### src/rtl/core_mem_lsu.sv
// core_mem_lsu: memory stage / load-store unit between execute and writeback.
//   Issues data-bus requests (req/ack), builds byte enables and lane-replicated
//   store data, extracts and extends load data, flags uncacheable addresses,
//   stalls upstream while a transfer is outstanding, and reports misaligned
//   accesses and bus timeouts.
//   Ports: clk/rst (async, active-high); mem_* from execute and hazard unit;
//   uc_base_in/uc_limit_in window table; dmem_* data bus; mem_stall_out,
//   mem_misalign_out, mem_timeout_out status; wb_*_reg_out writeback registers.
module core_mem_lsu #(
   parameter int XLEN    = 32,
   parameter int NREGION = 2,
   parameter int TIMEOUT = 255
) (
   input  logic                    clk,
   input  logic                    rst,
   input  logic                    mem_enb,
   input  logic                    mem_kill,
   input  logic                    mem_vld_in,
   input  logic [1:0]              mem_op_in,
   input  logic [1:0]              mem_size_in,
   input  logic                    mem_uns_in,
   input  logic [XLEN-1:0]         mem_addr_in,
   input  logic [XLEN-1:0]         mem_wdata_in,
   input  logic [XLEN-1:0]         mem_alu_result_in,
   input  logic [4:0]              mem_rd_in,
   input  logic                    mem_we_rf_in,
   input  logic [NREGION*XLEN-1:0] uc_base_in,
   input  logic [NREGION*XLEN-1:0] uc_limit_in,
   output logic                    dmem_req_out,
   output logic                    dmem_we_out,
   output logic [XLEN-1:0]         dmem_addr_out,
   output logic [XLEN-1:0]         dmem_wdata_out,
   output logic [XLEN/8-1:0]       dmem_be_out,
   output logic                    dmem_uncache_out,
   input  logic                    dmem_ack_in,
   input  logic [XLEN-1:0]         dmem_rdata_in,
   output logic                    mem_stall_out,
   output logic                    mem_misalign_out,
   output logic                    mem_timeout_out,
   output logic                    wb_vld_reg_out,
   output logic                    wb_we_reg_out,
   output logic [4:0]              wb_rd_reg_out,
   output logic [XLEN-1:0]         wb_data_reg_out
);
   localparam int NB = XLEN / 8;
   localparam int OW = $clog2(NB);
   typedef enum logic [1:0] {IDLE, WAIT, DRAIN} state_t;
   state_t state, state_nxt;
   logic [15:0] cnt, cnt_nxt;
   logic is_ld, is_st, legal, aligned, misalign, busy, issue, to, req_c, uc_c;
   logic r_we, r_uc;
   logic [OW-1:0] off;
   logic [7:0] m8;
   logic [6:0] bits, sl;
   logic [NB-1:0] be_c, r_be;
   logic [XLEN-1:0] addr_c, wdata_c, r_addr, r_wdata, sh, tmp, sx, ld_data;
   logic signed [XLEN-1:0] stmp;
   always_comb begin
      is_ld    = mem_op_in == 2'b01;
      is_st    = mem_op_in == 2'b10;
      legal    = (mem_size_in != 2'b11) || (XLEN == 64);
      aligned  = mem_size_in == 2'd0 ? 1'b1 :
                 mem_size_in == 2'd1 ? ~mem_addr_in[0] :
                 mem_size_in == 2'd2 ? mem_addr_in[1:0] == 2'd0 : mem_addr_in[2:0] == 3'd0;
      misalign = mem_vld_in & (is_ld | is_st) & ~(legal & aligned);
      busy     = state != IDLE;
      // a killed instruction never reaches the bus
      issue    = ~busy & mem_vld_in & (is_ld | is_st) & legal & aligned & ~mem_kill;
      to       = busy & ~dmem_ack_in & (cnt == 16'(TIMEOUT));
      off      = mem_addr_in[OW-1:0];
   end
   always_comb begin
      m8      = mem_size_in == 2'd0 ? 8'h01 : mem_size_in == 2'd1 ? 8'h03 :
                mem_size_in == 2'd2 ? 8'h0F : 8'hFF;
      be_c    = NB'(m8) << off;
      wdata_c = mem_size_in == 2'd0 ? {NB{mem_wdata_in[7:0]}} :
                mem_size_in == 2'd1 ? {(NB/2){mem_wdata_in[15:0]}} :
                mem_size_in == 2'd2 ? {(NB/4){mem_wdata_in[31:0]}} : mem_wdata_in;
      addr_c  = {mem_addr_in[XLEN-1:OW], {OW{1'b0}}};
      uc_c    = 1'b0;
      for (int i = 0; i < NREGION; i++)
         uc_c = uc_c | ((mem_addr_in >= uc_base_in[i*XLEN +: XLEN]) &&
                        (mem_addr_in <= uc_limit_in[i*XLEN +: XLEN]));
   end
   // shift the addressed bytes down, then push the field to the top and back
   // down so one shift performs both zero and sign extension
   always_comb begin
      sh      = dmem_rdata_in >> {off, 3'b000};
      bits    = 7'd8 << mem_size_in;
      sl      = bits >= 7'(XLEN) ? 7'd0 : 7'(XLEN) - bits;
      tmp     = sh << sl;
      stmp    = tmp;
      sx      = stmp >>> sl;
      ld_data = mem_uns_in ? tmp >> sl : sx;
   end
   always_ff @(posedge clk or posedge rst)
      if (rst) begin
         state <= IDLE;
         cnt   <= '0;
      end else begin
         state <= state_nxt;
         cnt   <= cnt_nxt;
      end
   always_comb begin
      state_nxt = state;
      case (state)
         IDLE:    if (issue & ~dmem_ack_in) state_nxt = WAIT;
         WAIT:    if (dmem_ack_in | to) state_nxt = IDLE;
                  else if (mem_kill) state_nxt = DRAIN;
         default: if (dmem_ack_in | to) state_nxt = IDLE;
      endcase
      cnt_nxt = (busy && state_nxt != IDLE) ? cnt + 16'd1 : 16'd0;
   end
   always_comb begin
      req_c            = issue | (busy & ~to);
      dmem_req_out     = req_c & ~rst;
      dmem_we_out      = busy ? r_we : is_st;
      dmem_addr_out    = busy ? r_addr : addr_c;
      dmem_wdata_out   = busy ? r_wdata : wdata_c;
      dmem_be_out      = busy ? r_be : be_c;
      dmem_uncache_out = busy ? r_uc : uc_c;
      mem_stall_out    = req_c & ~dmem_ack_in;
      mem_misalign_out = ~busy & misalign & ~mem_kill;
      mem_timeout_out  = to;
   end
   // request attributes are frozen at issue so the bus sees them stable
   always_ff @(posedge clk or posedge rst)
      if (rst) begin
         r_we    <= 1'b0;
         r_uc    <= 1'b0;
         r_be    <= '0;
         r_addr  <= '0;
         r_wdata <= '0;
      end else if (issue) begin
         r_we    <= is_st;
         r_uc    <= uc_c;
         r_be    <= be_c;
         r_addr  <= addr_c;
         r_wdata <= wdata_c;
      end
   // a kill, or completion of a drained transfer, retires a bubble
   always_ff @(posedge clk or posedge rst)
      if (rst) begin
         wb_vld_reg_out  <= 1'b0;
         wb_we_reg_out   <= 1'b0;
         wb_rd_reg_out   <= '0;
         wb_data_reg_out <= '0;
      end else if ((mem_kill | state == DRAIN) & ~mem_stall_out) begin
         wb_vld_reg_out  <= 1'b0;
         wb_we_reg_out   <= 1'b0;
         wb_rd_reg_out   <= '0;
         wb_data_reg_out <= '0;
      end else if (mem_enb & ~mem_stall_out) begin
         wb_vld_reg_out  <= mem_vld_in & ~misalign & ~to;
         wb_we_reg_out   <= mem_we_rf_in & ~is_st & ~misalign & ~to;
         wb_rd_reg_out   <= mem_rd_in;
         wb_data_reg_out <= is_ld ? ld_data : mem_alu_result_in;
      end
endmodule

### config.mk
export PLATFORM = sky130hd
export DESIGN_NAME = core_mem_lsu
export DESIGN_NICKNAME = d
export VERILOG_FILES = /design/src/rtl/core_mem_lsu.sv
export SDC_FILE = /design/constraint.sdc
export NUM_CORES = 1
export LEC_CHECK = 0
export CAP_MARGIN = 40
export CORE_ASPECT_RATIO = 0.7
export CORE_MARGIN = 2
export CORE_UTILIZATION = 50
export DETAILED_ROUTE_END_ITERATION = 12
export PLACE_DENSITY = 0.95
export SYNTH_ARGS = -nofsm -noshare
export SYNTH_HDL_FRONTEND = slang
export SYNTH_SLANG_ARGS = --single-unit
### constraint.sdc
create_clock -name clk -period 11.45 [get_ports clk]
set_clock_uncertainty 0.2 [all_clocks]
set_input_delay 1.7175 -clock clk [delete_from_list [all_inputs] [get_ports clk]]
set_output_delay 1.7175 -clock clk [all_outputs]
set_load 0.02 [all_outputs]
==> flow_metrics.env <==
export IMPL_avgSynthCellArea_um2=8.10
export IMPL_syn_inst=1300
export IMPL_max_freq_ghz=0.142
export IMPL_tritoncts_buffers=17
export IMPL_final_layout_size_suffix_gt1_share_pct=6.66
export IMPL_drtAntennaViolNets=0
export IMPL_worst_r2r_endpoint="wb_we_reg_out"
export IMPL_coreArea_um2=20700
export IMPL_critical_path_class="in2out"
export IMPL_die_w_um=177
export IMPL_final_fill_count=1521
export IMPL_holdBufCountCts=0
export IMPL_post_place_ws_ns=4.61
export IMPL_timing_worst_slew_pin_value_ns=0.857
export IMPL_netlist_top_cell_by_area="sky130_fd_sc_hd__dfrtp_1"
export IMPL_seq_area_um2=3130
export IMPL_via_count=11122
export IMPL_final_setup_viol_count=0
export IMPL_power_per_cell_area_nw_per_um2=109
export IMPL_drt_pass1_iter_count=5
export IMPL_synthMostInstantiatedCell="sky130_fd_sc_hd__nand2_1"
export IMPL_placement_rows=44
export IMPL_reg2reg_slack_ns=7.73
export IMPL_clkSlewWorstSetupHoldPaths_ns=0.06
export IMPL_buffer_cell_driving_the_clock_tree_root="sky130_fd_sc_hd__clkbuf_16"
export IMPL_grt_first_pass_wirelength_um=57600
export IMPL_max_cap_violations=0
export IMPL_ys_seq_elements=125
export IMPL_whs_path_depth=2
export IMPL_ys_top_cells_by_count="sky130_fd_sc_hd__nand2_1 (246), sky130_fd_sc_hd__inv_1 (139), sky130_fd_sc_hd__ha_1 (132)"
export IMPL_cts_tree="yes"
export IMPL_grt_overflow_total=0
export IMPL_multi_input_area_um2=6620
export IMPL_rsz_0062_raised_after_global_routing="no"
export IMPL_grt_total_usage_pct=32.9
export IMPL_cts_sink_count=125
export IMPL_tns_ns=0
export IMPL_synth_yosys_seq_area_share_pct=29.7
export IMPL_synth_cell_area_um2=10500
export IMPL_areaGrowthSynthToFinish_pct=44.1
export IMPL_synthDominantCellAreaShare_pct=29.7
export IMPL_outcome="complete, no violations"
export IMPL_via_count_of_the_first_global_routing_pass=11398
export IMPL_finish_instance_area_um2=15200
export IMPL_min_from="wb_rd_reg_out[1]"
export IMPL_floorplan_initialDensity_pct=50.9
export IMPL_worst_ir_drop_vdd_mv=0.0914
export IMPL_number_of_design_rule_violations_left_by_the_first_detailed_router_iteration=846
export IMPL_post_route_worst_setup_slack_ns=4.42
export IMPL_yosysUniqueCellTypes=63
export IMPL_critPathMaxFanout=6
export IMPL_ff2ff_path_depth=9
export IMPL_fp_dieArea_um2=22200
export IMPL_post_cts_setup_buffer_count=0
export IMPL_synthesis_yosys_warnings=0
export IMPL_io_buffer_count=383
export IMPL_die_height_um=125
export IMPL_globalplace_congestion=0.953
export IMPL_clock_latency_at_the_later_pin_of_the_worst_skew_pair_ns=0.42
export IMPL_report_final_hold_viol_count=0
export IMPL_relative_slew_slack_pct=42.3
export IMPL_worst_ep_required_time_ns=9.53
export IMPL_nNetsFinal=2059
export IMPL_hold_path_end="wb_rd_reg_out[1]"
export IMPL_clockBufferDepth=2
export IMPL_post_route_min_period_ns=7.03
export IMPL_drt_wirelength_per_cell_um=18.9
export IMPL_i_o_pin_count=386
export IMPL_setup_worst_path_start_class="primary input"
export IMPL_r2r_start="state[1]"
export IMPL_h_tree_depth=4
export IMPL_postCtsResizedCells=0
export IMPL_hp_class="reg2reg"
export IMPL_worstPathArrival_ns=5.11
export IMPL_vias_per_cell=5.72
export IMPL_min_period_over_period_pct=61.4
export IMPL_postSynth_asyncResetShare_pct=100
export IMPL_drc_errors=0
export IMPL_power_leakage_nw=7.16
export IMPL_placedInstanceArea_um2=14600
export IMPL_synth_main_ff_cell="sky130_fd_sc_hd__dfrtp_1"
export IMPL_number_of_pins_exceeding_their_max_slew_limit_in_the_final_report=0
export IMPL_top_cells_by_area_in_the_synthesized_netlist="sky130_fd_sc_hd__dfrtp_1 (30%), sky130_fd_sc_hd__ha_1 (16%), sky130_fd_sc_hd__nand2_1 (8.8%)"
export IMPL_drt_wl_total_um=36800
export IMPL_grt_max_degree=65
export IMPL_hpwlAfterDp_um=28500
export IMPL_number_of_antenna_violations_at_the_first_check_in_global_routing=2
export IMPL_synth_edf_count=0
export IMPL_capturing_element_type_of_the_critical_path="primary output"
## cells by family (layout without fill, tap and decap cells)
family                     count (synthesis)  after routing  share of synthesized area, %
DFF                                      125            125                          29.7
muxes                                     90             90                          9.28
AOI/OAI and AO/OA                        306            306                          18.1
xor gates and xnor gates                  14             14                          1.16
buffers and inverters                    201            567                          7.58
adders and majority gates                132            132                          15.7
and+or+nand+nor                          431            431                          18.4
other                                      1              4                        0.0356
## where the power goes
part	switching [mW]	internal, mW	leakage [nW]
registers	0.0475	0.528	1.60
clock network	0.221	0.308	0.279
logic	0.275	0.276	5.29
total	0.544	1.11	7.16
## final cells by class
type	instances	area share, %
diodes	2	0.0330
clock buffers	18	2.89
clock inverters	14	0.899
inverters	140	3.48
multi-input cells	975	43.7
flip-flops and latches	125	20.6
well taps	276	2.28
repair buffers	395	26.1
## critical path, cell delays in order
cell	delay, ns
sky130_fd_sc_hd__clkdlybuf4s50_1	0.59
sky130_fd_sc_hd__ha_1	0.42
sky130_fd_sc_hd__nand4_1	0.17
sky130_fd_sc_hd__nor4_1	0.79
sky130_fd_sc_hd__o211ai_1	0.18
sky130_fd_sc_hd__a21oi_1	0.17
sky130_fd_sc_hd__a31oi_1	0.09
sky130_fd_sc_hd__a32oi_1	0.25
sky130_fd_sc_hd__o21ai_0	0.14
sky130_fd_sc_hd__clkdlybuf4s50_1	0.58
## metrics by stage
| stage | total power, mW | util, % | hold WS (ns) | instances |
|---|---|---|---|---|
| global route | 1.74 | 73.3 | 0.301 | 1944 |
| floorplan | 0.862 | - | 0.248 | 1301 |
| finish | 1.66 | 73.3 | 0.272 | 1945 |
| CTS | 1.66 | 73.3 | 0.274 | 1943 |
| global placement | 1.10 | 70.1 | 0.249 | 1907 |
| detailed placement | 1.13 | 70.5 | 0.260 | 1911 |
## per-layer routing
layer / vias to the layer above / part of all wire, % / wire length [µm] / GRT usage, %
met5: - / 0 / 0 / 0
met4: 0 / 4.6 / 1700 / 16.5
met3: 118 / 9.3 / 3410 / 7.85
met2: 542 / 46 / 16800 / 53.0
met1: 5233 / 40 / 14900 / 41.1
li1: 5229 / - / - / -
## sequential cells by signal, indices dropped and copies added, names as in the netlist
| register | count |
|---|---|
| state | 2 |
| wb_we_reg_out | 1 |
| r_be | 4 |
| wb_vld_reg_out | 1 |
| r_we | 1 |
| wb_data_reg_out | 32 |
| r_addr | 30 |
| r_uc | 1 |
| wb_rd_reg_out | 5 |
| r_wdata | 32 |
| cnt | 16 |
## layout by cell type (no fill, tap or decap), types with 15 or more instances in the layout
cell type | netlist | routed
sky130_fd_sc_hd__a211oi_1 | 19 | 19
sky130_fd_sc_hd__a21oi_1 | 82 | 82
sky130_fd_sc_hd__clkbuf_16 | 0 | 17
sky130_fd_sc_hd__clkdlybuf4s50_1 | 0 | 381
sky130_fd_sc_hd__dfrtp_1 | 125 | 125
sky130_fd_sc_hd__ha_1 | 132 | 132
sky130_fd_sc_hd__inv_1 | 139 | 138
sky130_fd_sc_hd__mux2_2 | 41 | 41
sky130_fd_sc_hd__mux2i_1 | 47 | 47
sky130_fd_sc_hd__nand2_1 | 246 | 245
sky130_fd_sc_hd__nand2b_1 | 15 | 15
sky130_fd_sc_hd__nand3_1 | 30 | 30
sky130_fd_sc_hd__nand4_1 | 22 | 22
sky130_fd_sc_hd__nor2_1 | 54 | 53
sky130_fd_sc_hd__nor2b_1 | 27 | 27
sky130_fd_sc_hd__o21ai_0 | 109 | 109
## worst max path at each step
stage / start / endpoint / slack [ns] / depth (start not counted)
finish: mem_addr_in[30] / dmem_uncache_out / 4.42 / 10
global route: mem_addr_in[0] / dmem_uncache_out / 4.27 / 12
CTS: mem_addr_in[0] / dmem_uncache_out / 4.60 / 12
detailed placement: mem_addr_in[0] / dmem_uncache_out / 4.61 / 12
global placement: mem_addr_in[29] / dmem_uncache_out / 4.66 / 10
floorplan: mem_addr_in[0] / dmem_uncache_out / 5.52 / 12
(Power assumes the default switching activity.)
